**src/rtl/regfile_sb_pkg.sv**
```systemverilog
// Shared definitions for the scoreboarded register file: defaults, the zero register
// and small address helpers used by both the data array and the scoreboard.
package regfile_sb_pkg;
  localparam int          XLEN_DEF = 32;
  localparam int unsigned REG_ZERO = 0;

  // Low bit of field k in a packed per-port bus of w-bit fields.
  function automatic int pidx(input int k, input int w);
    return k * w;
  endfunction

  // Architectural, writable register: not x0 and inside a non-power-of-2 depth.
  function automatic logic addr_valid(input int unsigned a, input int unsigned nregs);
    return (a != REG_ZERO) && (a < nregs);
  endfunction
endpackage

```
**src/rtl/regfile_sb_if.sv**
```systemverilog
// Bus between decode/writeback/debug (master) and the register file (slave).
interface regfile_sb_if import regfile_sb_pkg::*; #(
  parameter int XLEN  = XLEN_DEF,
  parameter int NREGS = 32,
  parameter int NRD   = 2
);
  localparam int AW = $clog2(NREGS);

  logic [NRD*AW-1:0]   rd_addr;
  logic [NRD*XLEN-1:0] rd_data;
  logic [NRD-1:0]      rd_ready;
  logic                wr_en;
  logic [AW-1:0]       wr_addr;
  logic [XLEN-1:0]     wr_data;
  logic                alloc_en;
  logic [AW-1:0]       alloc_addr;
  logic                alloc_ok;
  logic                flush;
  logic [AW:0]         pend_cnt;
  logic [AW-1:0]       dbg_addr;
  logic [XLEN-1:0]     dbg_data;

  modport master (
    output rd_addr, wr_en, wr_addr, wr_data, alloc_en, alloc_addr, flush, dbg_addr,
    input  rd_data, rd_ready, alloc_ok, pend_cnt, dbg_data
  );
  modport slave (
    input  rd_addr, wr_en, wr_addr, wr_data, alloc_en, alloc_addr, flush, dbg_addr,
    output rd_data, rd_ready, alloc_ok, pend_cnt, dbg_data
  );
endinterface

```
**src/rtl/regfile_sb_scoreboard.sv**
```systemverilog
// Pending-write scoreboard: one bit per register set by decode allocation, cleared by
// writeback, plus operand readiness, allocation acceptance and a running pending count.
module regfile_scoreboard import regfile_sb_pkg::*; #(
  parameter  int NREGS  = 32,
  parameter  int NRD    = 2,
  parameter  int BYPASS = 1,
  localparam int AW     = $clog2(NREGS)
) (
  input  logic              clk,
  input  logic              rst_n,
  input  logic [NRD*AW-1:0] i_rd_addr,
  input  logic              i_wr_en,
  input  logic [AW-1:0]     i_wr_addr,
  input  logic              i_alloc_en,
  input  logic [AW-1:0]     i_alloc_addr,
  input  logic              i_flush,
  output logic [NRD-1:0]    o_rd_ready,
  output logic              o_alloc_ok,
  output logic [AW:0]       o_pend_cnt
);
  logic [NREGS-1:0]  r_pend;
  logic [AW:0]       r_cnt;
  logic [2**AW-1:0]  w_pend_ext;
  logic              w_wr_ok, w_wr_clr, w_wr_hit_alloc;
  logic [NRD-1:0]    w_rdy;

  // Widen to the full address space so out-of-range addresses read as never pending.
  always_comb begin
    w_pend_ext = '0;
    w_pend_ext[NREGS-1:0] = r_pend;
  end

  assign w_wr_ok        = i_wr_en && addr_valid(32'(i_wr_addr), NREGS);
  assign w_wr_clr       = w_wr_ok && w_pend_ext[i_wr_addr];
  assign w_wr_hit_alloc = i_wr_en && (i_wr_addr == i_alloc_addr);
  assign o_alloc_ok     = i_alloc_en && addr_valid(32'(i_alloc_addr), NREGS) && !i_flush &&
                          (!w_pend_ext[i_alloc_addr] || w_wr_hit_alloc);

  for (genvar k = 0; k < NRD; k++) begin : g_rdy
    logic [AW-1:0] w_a;
    assign w_a      = i_rd_addr[pidx(k, AW) +: AW];
    assign w_rdy[k] = !w_pend_ext[w_a] || ((BYPASS != 0) && i_wr_en && (i_wr_addr == w_a));
  end
  assign o_rd_ready = w_rdy;

  // Set after clear: a writeback racing a new allocation leaves the new producer pending.
  always_ff @(posedge clk or negedge rst_n) begin
    if (!rst_n) begin
      r_pend <= '0;
      r_cnt  <= '0;
    end else if (i_flush) begin
      r_pend <= '0;
      r_cnt  <= '0;
    end else begin
      if (w_wr_ok)    r_pend[i_wr_addr]    <= 1'b0;
      if (o_alloc_ok) r_pend[i_alloc_addr] <= 1'b1;
      r_cnt <= r_cnt + {{AW{1'b0}}, o_alloc_ok} - {{AW{1'b0}}, w_wr_clr};
    end
  end

  assign o_pend_cnt = r_cnt;
endmodule

```
**src/rtl/regfile_sb.sv**
```systemverilog
// Parametrised integer register file with optional write-through bypass and an
// integrated pending-write scoreboard for RAW/WAW hazard detection.
module regfile_sb import regfile_sb_pkg::*; #(
  parameter  int XLEN   = XLEN_DEF,
  parameter  int NREGS  = 32,
  parameter  int NRD    = 2,
  parameter  int BYPASS = 1,
  localparam int AW     = $clog2(NREGS)
) (
  input  logic         clk,
  input  logic         rst_n,
  regfile_sb_if.slave  bus
);
  logic [XLEN-1:0]           r_regs [NREGS];
  logic [NRD-1:0][XLEN-1:0]  w_rd_data;

  // x0 is never written, so its reset value of zero is permanent.
  always_ff @(posedge clk or negedge rst_n) begin
    if (!rst_n) begin
      for (int i = 0; i < NREGS; i++) r_regs[i] <= '0;
    end else if (bus.wr_en && addr_valid(32'(bus.wr_addr), NREGS)) begin
      r_regs[bus.wr_addr] <= bus.wr_data;
    end
  end

  for (genvar k = 0; k < NRD; k++) begin : g_rd
    logic [AW-1:0] w_a;
    logic          w_ok, w_hit;
    assign w_a          = bus.rd_addr[pidx(k, AW) +: AW];
    assign w_ok         = addr_valid(32'(w_a), NREGS);
    assign w_hit        = (BYPASS != 0) && bus.wr_en && (bus.wr_addr == w_a);
    assign w_rd_data[k] = !w_ok ? '0 : (w_hit ? bus.wr_data : r_regs[w_a]);
  end
  assign bus.rd_data = w_rd_data;

  assign bus.dbg_data = addr_valid(32'(bus.dbg_addr), NREGS) ? r_regs[bus.dbg_addr] : '0;

  regfile_scoreboard #(.NREGS(NREGS), .NRD(NRD), .BYPASS(BYPASS)) u_sb (
    .clk          (clk),
    .rst_n        (rst_n),
    .i_rd_addr    (bus.rd_addr),
    .i_wr_en      (bus.wr_en),
    .i_wr_addr    (bus.wr_addr),
    .i_alloc_en   (bus.alloc_en),
    .i_alloc_addr (bus.alloc_addr),
    .i_flush      (bus.flush),
    .o_rd_ready   (bus.rd_ready),
    .o_alloc_ok   (bus.alloc_ok),
    .o_pend_cnt   (bus.pend_cnt)
  );
endmodule
```
**src/flat_wrapper.sv**
```systemverilog
// flat-port wrapper written by rule: the top's interface ports become plain ports
module regfile_sb_flat import regfile_sb_pkg::*;
#(
  parameter  int XLEN   = XLEN_DEF,
  parameter  int NREGS  = 32,
  parameter  int NRD    = 2,
  parameter  int BYPASS = 1,
  localparam int AW     = $clog2(NREGS)
)
  (clk, rst_n, bus_rd_addr, bus_wr_en, bus_wr_addr, bus_wr_data, bus_alloc_en, bus_alloc_addr, bus_flush, bus_dbg_addr, bus_rd_data, bus_rd_ready, bus_alloc_ok, bus_pend_cnt, bus_dbg_data);
  regfile_sb_if #(.XLEN(XLEN), .NREGS(NREGS), .NRD(NRD)) bus_i ();
  input  logic clk;
  input  logic rst_n;
  input wire logic [$bits(bus_i.rd_addr)-1:0] bus_rd_addr;
  input wire logic [$bits(bus_i.wr_en)-1:0] bus_wr_en;
  input wire logic [$bits(bus_i.wr_addr)-1:0] bus_wr_addr;
  input wire logic [$bits(bus_i.wr_data)-1:0] bus_wr_data;
  input wire logic [$bits(bus_i.alloc_en)-1:0] bus_alloc_en;
  input wire logic [$bits(bus_i.alloc_addr)-1:0] bus_alloc_addr;
  input wire logic [$bits(bus_i.flush)-1:0] bus_flush;
  input wire logic [$bits(bus_i.dbg_addr)-1:0] bus_dbg_addr;
  output wire logic [$bits(bus_i.rd_data)-1:0] bus_rd_data;
  output wire logic [$bits(bus_i.rd_ready)-1:0] bus_rd_ready;
  output wire logic [$bits(bus_i.alloc_ok)-1:0] bus_alloc_ok;
  output wire logic [$bits(bus_i.pend_cnt)-1:0] bus_pend_cnt;
  output wire logic [$bits(bus_i.dbg_data)-1:0] bus_dbg_data;
  assign bus_i.rd_addr = bus_rd_addr;
  assign bus_i.wr_en = bus_wr_en;
  assign bus_i.wr_addr = bus_wr_addr;
  assign bus_i.wr_data = bus_wr_data;
  assign bus_i.alloc_en = bus_alloc_en;
  assign bus_i.alloc_addr = bus_alloc_addr;
  assign bus_i.flush = bus_flush;
  assign bus_i.dbg_addr = bus_dbg_addr;
  assign bus_rd_data = bus_i.rd_data;
  assign bus_rd_ready = bus_i.rd_ready;
  assign bus_alloc_ok = bus_i.alloc_ok;
  assign bus_pend_cnt = bus_i.pend_cnt;
  assign bus_dbg_data = bus_i.dbg_data;
  regfile_sb #(.XLEN(XLEN), .NREGS(NREGS), .NRD(NRD), .BYPASS(BYPASS)) u_core (.clk(clk), .rst_n(rst_n), .bus(bus_i));
endmodule
```
**config.mk**
```make
export PLATFORM = sky130hd
export DESIGN_NAME = regfile_sb_flat
export DESIGN_NICKNAME = d
export VERILOG_FILES = /design/src/rtl/regfile_sb_pkg.sv /design/src/rtl/regfile_sb_if.sv /design/src/rtl/regfile_sb_scoreboard.sv /design/src/rtl/regfile_sb.sv /design/src/flat_wrapper.sv
export SDC_FILE = /design/constraint.sdc
export NUM_CORES = 2
export LEC_CHECK = 0
export CAP_MARGIN = 15
export CORE_MARGIN = 2
export CORE_UTILIZATION = 55
export CTS_BUF_LIST = sky130_fd_sc_hd__clkbuf_4
export DETAILED_ROUTE_END_ITERATION = 10
export PLACE_DENSITY = 0.79
export SYNTH_ARGS = -nofsm -noshare
export SYNTH_HDL_FRONTEND = slang
export SYNTH_SLANG_ARGS = --single-unit
```
**constraint.sdc**
```tcl
create_clock -name clk -period 3.7 [get_ports clk]
set_input_delay 0.37 -clock clk [delete_from_list [all_inputs] [get_ports clk]]
set_output_delay 0.37 -clock clk [all_outputs]
set_load 0.1 [all_outputs]
```
Word level (Yosys, flattened, before mapping)

Cells that the tools add are included.

Order comparisons: 11
Add/subtract/negate cells: 2
Eq/ne operators: 3
Bitwise gates (word level): 7
Reductions and logical operators: 23
Mux-type cells: 34

Operators with widths:

| kind                                                       | number |
|---|---|
| bitwise mux 1024 bit                                       | 1 |
| 2-to-1 mux 32 bit                                          | 16 |
| binary-select mux 32 bit (select 5 bit)                    | 3 |
| demux 32 bit (select 5 bit)                                | 1 |
| AND 32 bit                                                 | 1 |
| inverter 32 bit                                            | 1 |
| OR 32 bit                                                  | 1 |
| nonzero test 5 bit                                         | 5 |
| >= comparator 6 bit, second input constant                 | 4 |
| less-than comparator 5 x 6 -> 1 bit, second input constant | 4 |
| inverter 5 -> 6 bit                                        | 4 |
| binary-select mux 1 bit (select 5 bit)                     | 4 |
| == test 5 bit                                              | 3 |
| logical AND 1 bit                                          | 11 |
| demux 1 bit (select 5 bit)                                 | 2 |
| >= comparator 5 x 1 -> 1 bit, second input constant        | 2 |
| adder 6 x 1 -> 6 bit                                       | 1 |
| less-than comparator 6 x 1 -> 1 bit, second input constant | 1 |
| 2-to-1 mux 1 bit                                           | 6 |
| 2-to-1 mux 6 bit                                           | 1 |
| subtractor 6 x 1 -> 6 bit                                  | 1 |
| logical NOT 1 bit                                          | 4 |
| logical OR 1 bit                                           | 3 |

Logic and storage cells: 114
Output and inout port bits: 105
Register bits after elaboration: 1,062
Input port bits: 62

Logic depth before layout (Yosys ltp)

Depth in word-level cells: 11
Depth in mapped cells: 16
Mapped depth without buffers: 13

Hierarchy

From an unflattened synthesis, not the netlist that was laid out.

Cell total of the unflattened synthesis: 4,661
Area total of the unflattened synthesis: 66,302.3 µm²

Modules (own cells, without submodules):

| module             | area an instance (µm²) | sequential area each (µm²) | cells an instance | instances |
|---|---|---|---|---|
| regfile_sb         | 62,867.8               | 25,624.6                   | 4,315             | 1 |
| regfile_scoreboard | 3,434.5                | 950.9                      | 346               | 1 |

Least setup slack after synthesis

No wires, ideal clock.

Path type: input-to-reg
Start: input bus_alloc_addr[1]
End: register u_core.u_sb.r_cnt[5] (netlist: u_core.u_sb.o_pend_cnt[5])
Path buffers: 3
Path slack: -1.351 ns
Stages: 16
Setup time: 0.127 ns
Required time: 3.573 ns
Arrival time: 4.924 ns
Cell sequence: buf_2 > buf_1 > mux2i_1 > o22ai_1 > o21ai_0 > nand4_1 > o21a_1 > buf_2 > nor3_1 > ha_1 > a21o_1 > a21oi_1 > o21bai_1 > a21oi_1 > xnor2_1 > nor2_1

Longest elaborated chain between the ends: 8
Elaborated cells on any way between the ends: 13
Those cells by class: add/sub (2); eq/ne (1); mux (3); reduce/logical (7)

RTL lines:

| element                                | line                        | source |
|---|---|---|
| start: declaration                     | flat_wrapper.sv:19          | `input wire logic [$bits(bus_i.alloc_addr)-1:0] bus_alloc_addr;` |
| binary-select mux 1 bit (select 5 bit) | regfile_sb_scoreboard.sv:37 | `(!w_pend_ext[i_alloc_addr] \|\| w_wr_hit_alloc);` |
| 2-to-1 mux 1 bit (not written as such) | regfile_sb_scoreboard.sv:37 |  |
| logical NOT 1 bit                      | regfile_sb_scoreboard.sv:37 |  |
| logical OR 1 bit                       | regfile_sb_scoreboard.sv:37 |  |
| logical AND 1 bit *                    | regfile_sb_scoreboard.sv:36 | `assign o_alloc_ok = i_alloc_en && addr_valid(32'(i_alloc_addr), NREGS) && !i_flush &&` |
| named net bus_alloc_ok                 | flat_wrapper.sv:24          | `output wire logic [$bits(bus_i.alloc_ok)-1:0] bus_alloc_ok;` |
| adder 6 x 1 -> 6 bit *                 | regfile_sb_scoreboard.sv:57 | `r_cnt <= r_cnt + {{AW{1'b0}}, o_alloc_ok} - {{AW{1'b0}}, w_wr_clr};` |
| subtractor 6 x 1 -> 6 bit *            | regfile_sb_scoreboard.sv:57 |  |
| 2-to-1 mux 6 bit *                     | regfile_sb_scoreboard.sv:51 | `end else if (i_flush) begin` |
| end signal: assignment                 | regfile_sb_scoreboard.sv:57 |  |
| end: declaration                       | regfile_sb_scoreboard.sv:22 | `logic [AW:0] r_cnt;` |

Mark *: on every way through the listed nets, which the timed path passes. The rest lies on a longest branch. The select of a mux whose other input is x is not followed.
A chain may end at the register's enable or synchronous reset.

Worst setup path after layout

Start: input bus_wr_addr[1]
End: output bus_rd_data[4]

Longest elaborated chain between the ends: 4

RTL lines:

| element                         | line               | source |
|---|---|---|
| start: declaration              | flat_wrapper.sv:16 | `input wire logic [$bits(bus_i.wr_addr)-1:0] bus_wr_addr;` |
| == test 5 bit                   | regfile_sb.sv:31   | `assign w_hit = (BYPASS != 0) && bus.wr_en && (bus.wr_addr == w_a);` |
| logical AND 1 bit               | regfile_sb.sv:31   |  |
| 2-to-1 mux 32 bit (2 in series) | regfile_sb.sv:32   | `assign w_rd_data[k] = !w_ok ? '0 : (w_hit ? bus.wr_data : r_regs[w_a]);` |
| end: declaration                | flat_wrapper.sv:22 | `output wire logic [$bits(bus_i.rd_data)-1:0] bus_rd_data;` |

No other way between the ends.

==> metrics <==
worst-skew pair later-pin latency 1.28 ns; initial antenna violation count 12; largest net degree at the start of global routing 108; post-synthesis cell area ~66000 um2; slowest CP cell a31oi_4; cell mode on critical path buf_4; mux contribution to synthesized area a little under half; Final HPWL DP roughly 150000 um; Slowest Stage Delay on Critical Path roughly 0.89 ns; Top Layer Used met5; Post-Synth XOR/XNOR Area less than 1%; CTS tree done; largest family of logic cells by synthesized area multiplexers; starting density of the core ~55%; routed wl met3 about 34000 um; hold crit path type primary input to flop; DRT Pass-1 Iters 8; Worst-Margin Slew 1.14 ns; placed instance area just over 70000 um2; total global routing overflow 0; skew final approximately 0.10 ns; post-synthesis simple-gate area fraction between 2 and 3%; compound-gate portion of the synthesized area roughly 4.6%; clock sinks 1062; fmax 268 MHz; M1 WL between 70000 and 80000 um; clk buf depth 4; first-pass GRT wire length between 300000 and 400000 um; Iter 0 DRT Violations around 7600; total chip power about 0.038 W; Cell Rows 127; GRT Total Usage 38.2%; sw frac 33.8%; max cap viols 0; post-synthesis register bit count 1062; cell-by-cell trace of the critical path clkdlybuf4s50_1 -> buf_4 -> buf_4 -> xor2_1 -> nor4_1 -> buf_4 -> a31oi_4 -> a32o_1 -> buf_12; Final WS setup -0.0364 ns; wire length per cell 35.3 um; leak pwr approximately 33 nW; top-area cell type share of the netlist area around 40%; Core Area around 120000 um2; count leader, synth dfrtp_1; clock root buffer clkbuf_4; arrival time worst endpoint 3.37 ns; Critical Path RT roughly 3.3 ns; post-route cell area between 70000 and 80000 um2; routed wire length roughly 230000 um; Synth area leaders dfrtp_1, mux4_2, mux2_2; Slew Limit Fails 0; Comb power frac a little under a third; Vias per Instance about 7.5; # nets final between 4000 and 5000; H-tree lvl count 5; final setup fails 2; fraction of registers with async set/reset between 90% and 100%; Syn Area/Cell roughly 15 um2; Synthesized Nets approximately 4500; WS Path Type primary input to primary output; Post-synth top cells dfrtp_1, mux2_2, mux4_2, clkbuf_1, mux2i_1; share of cells above drive strength 1 between 50% and 60%; CTS Buf Count roughly 300; outcome finished with violations; clock-pin slew on the worst setup and hold paths 0.07 ns; clock power share between 20% and 30%; synthesized instance count 4478; via count between 40000 and 50000; ys flop type dfrtp_1; Final period util 101%; I/O pin cnt ~170; post-synthesis cell type count 70; DIE AREA about 120000 um2; failing checks negative setup slack; Post-synth EDFFs 0; Die Y around 350 um; routed wl met2 between 100000 and 150000 um; relative slew slack approximately a quarter; Sequential Power Share 41.3%; Yosys Warn Count 0; synthesis-to-layout area growth 15.3%; worst vdd ir ~0.38 mV; Fill cells 8356; die width around 350 um; minimum clock period ~3.7 ns; sequential share of the synthesized area roughly two fifths; final hold vios 0; dpl ws -0.162 ns; Psw roughly 0.013 W; vias in the first global route about 50000; startpoint types primary input; Pint between 0.02 and 0.03 W; area leader, netlist dfrtp_1; Post-Synth Adder-Cell Area 0.144%; element type at the critical path end primary output; Pwr per Cell Area slightly above 500 nW/um2; RePlAce Congestion 0.930; RSZ-0062 raised after global routing yes; Port Buffers ~170; drc violations 0; Max FO, Critical Path 14; antenna viol nets, final 0
## layout by cell type, fill, tap and decap left out, types with 8 or more instances in the layout
master / Yosys / final
nand2b_1: 16 / 16
mux2i_1: 186 / 186
o22ai_1: 52 / 52
nor3_1: 23 / 21
a211oi_1: 90 / 73
buf_4: 25 / 296
or3b_2: 8 / 8
dfrtp_1: 1062 / 1059
dlygate4sd3_1: 0 / 12
inv_1: 47 / 46
nand2_4: 0 / 20
o21ai_1: 51 / 46
o31ai_2: 0 / 8
o31ai_1: 28 / 19
a32o_1: 14 / 13
clkdlybuf4s50_1: 0 / 51
clkinv_1: 0 / 40
a21oi_1: 41 / 32
mux2_2: 1003 / 1003
a221oi_1: 34 / 31
nor2_4: 1 / 15
a211o_1: 15 / 14
buf_12: 4 / 180
clkbuf_4: 0 / 431
a221o_1: 11 / 11
nand3b_1: 25 / 25
nor2_1: 75 / 58
nand2_1: 113 / 93
a22oi_1: 21 / 19
xor2_1: 14 / 14
nand3_1: 13 / 12
o21ai_0: 20 / 19
nor2b_1: 47 / 45
mux4_2: 825 / 825
a211oi_2: 0 / 17
## critical path, delay by kind of cell
| family | cells | cell delay (ns) |
|---|---|---|
| xor gates and xnor gates | 1 | 0.17 |
| AOI/OAI and AO/OA | 2 | 1.43 |
| and+or+nand+nor | 1 | 0.08 |
| buffers and inverters | 5 | 1.30 |
## routing by layer
layer | track usage, % | vias to the layer above
li1 | - | 18614
met1 | 48.1 | 25451
met2 | 54.6 | 4422
met3 | 15.1 | 1147
met4 | 26.3 | 16
met5 | 0.157 | -
## cell type report
type / count / area (um2) / area share [%]
inverters: 47 / 176 / 0.231
diodes: 7 / 17.5 / 0.0229
multi-input cells: 2831 / 37500 / 49.1
repair buffers: 553 / 6650 / 8.70
flip-flops and latches: 1062 / 26600 / 34.8
clock buffers: 431 / 3240 / 4.23
well taps: 1612 / 2020 / 2.64
clock inverters: 47 / 216 / 0.283
## path summary, 6_finish.rpt
check | from | end | slack, ns | cells after the start
min | bus_wr_data[15] | u_core.r_regs[367]$_DFFE_PN0P_ | 0.11 | 3
max in group asynchronous | rst_n | u_core.r_regs[655]$_DFFE_PN0P_ | 2.50 | 4
min in group asynchronous | rst_n | u_core.r_regs[894]$_DFFE_PN0P_ | 0.55 | 4
min reg2reg | u_core.r_regs[1015]$_DFFE_PN0P_ | u_core.r_regs[1015]$_DFFE_PN0P_ | 0.42 | 0
max | bus_wr_addr[1] | bus_rd_data[4] | -0.04 | 9
max reg2reg | u_core.u_sb.r_pend[26]$_DFF_PN0_ | u_core.u_sb.o_pend_cnt[4]$_DFF_PN0_ | 0.30 | 14
## power groups by stage
| stage | logic, W | registers [W] | clock network (W) |
|---|---|---|---|
| after floorplan | 0.00844 | 0.0153 | 0 |
| after global placement | 0.0116 | 0.0157 | 0 |
| after detailed placement | 0.0118 | 0.0159 | 0 |
| after CTS | 0.0119 | 0.0157 | 0.0105 |
| after global routing | 0.0126 | 0.0161 | 0.0111 |
| final | 0.0121 | 0.0159 | 0.0105 |
## what timing repair did
item | CTS | global route
endpoints found under the setup margin | 27 | 19
gates resized for setup | 43 | 16
hold buffers | 13 | 0
pin swaps | 16 | 7
buffers inserted | 31 | 3
hold endpoints to repair | 1104 | 0
## stage by stage
stage / hold slack [ns] / utilization (%) / cells / setup TNS (ns)
2_1_floorplan: 0.0744 / - / 4478 / 0
3_3_place_gp: 0.395 / 60.4 / 6059 / -0.458
3_5_place_dp: 0.404 / 60.4 / 6059 / -0.322
4_1_cts: 0.00982 / 63.8 / 6579 / -0.0832
5_1_grt: 0.102 / 63.9 / 6586 / -0.107
6_report: 0.109 / 63.9 / 6590 / -0.0400
## state kept, by name, summed over array words and instances, names as in the netlist
| register | cells |
|---|---|
| u_core.r_regs | 1024 |
| u_core.u_sb.r_pend | 32 |
| u_core.u_sb.o_pend_cnt | 6 |
## logic make-up (layout without fill, tap and decap cells)
family / count (synthesis) / after routing
buf+inv: 585 / 1078
simple gates: 362 / 362
flops: 1062 / 1062
mux: 2014 / 2014
other cells: 0 / 7
fa+ha+maj: 7 / 7
xor+xnor: 20 / 20
compound gates: 428 / 428
Note: power is estimated with default switching activity, not from simulation.
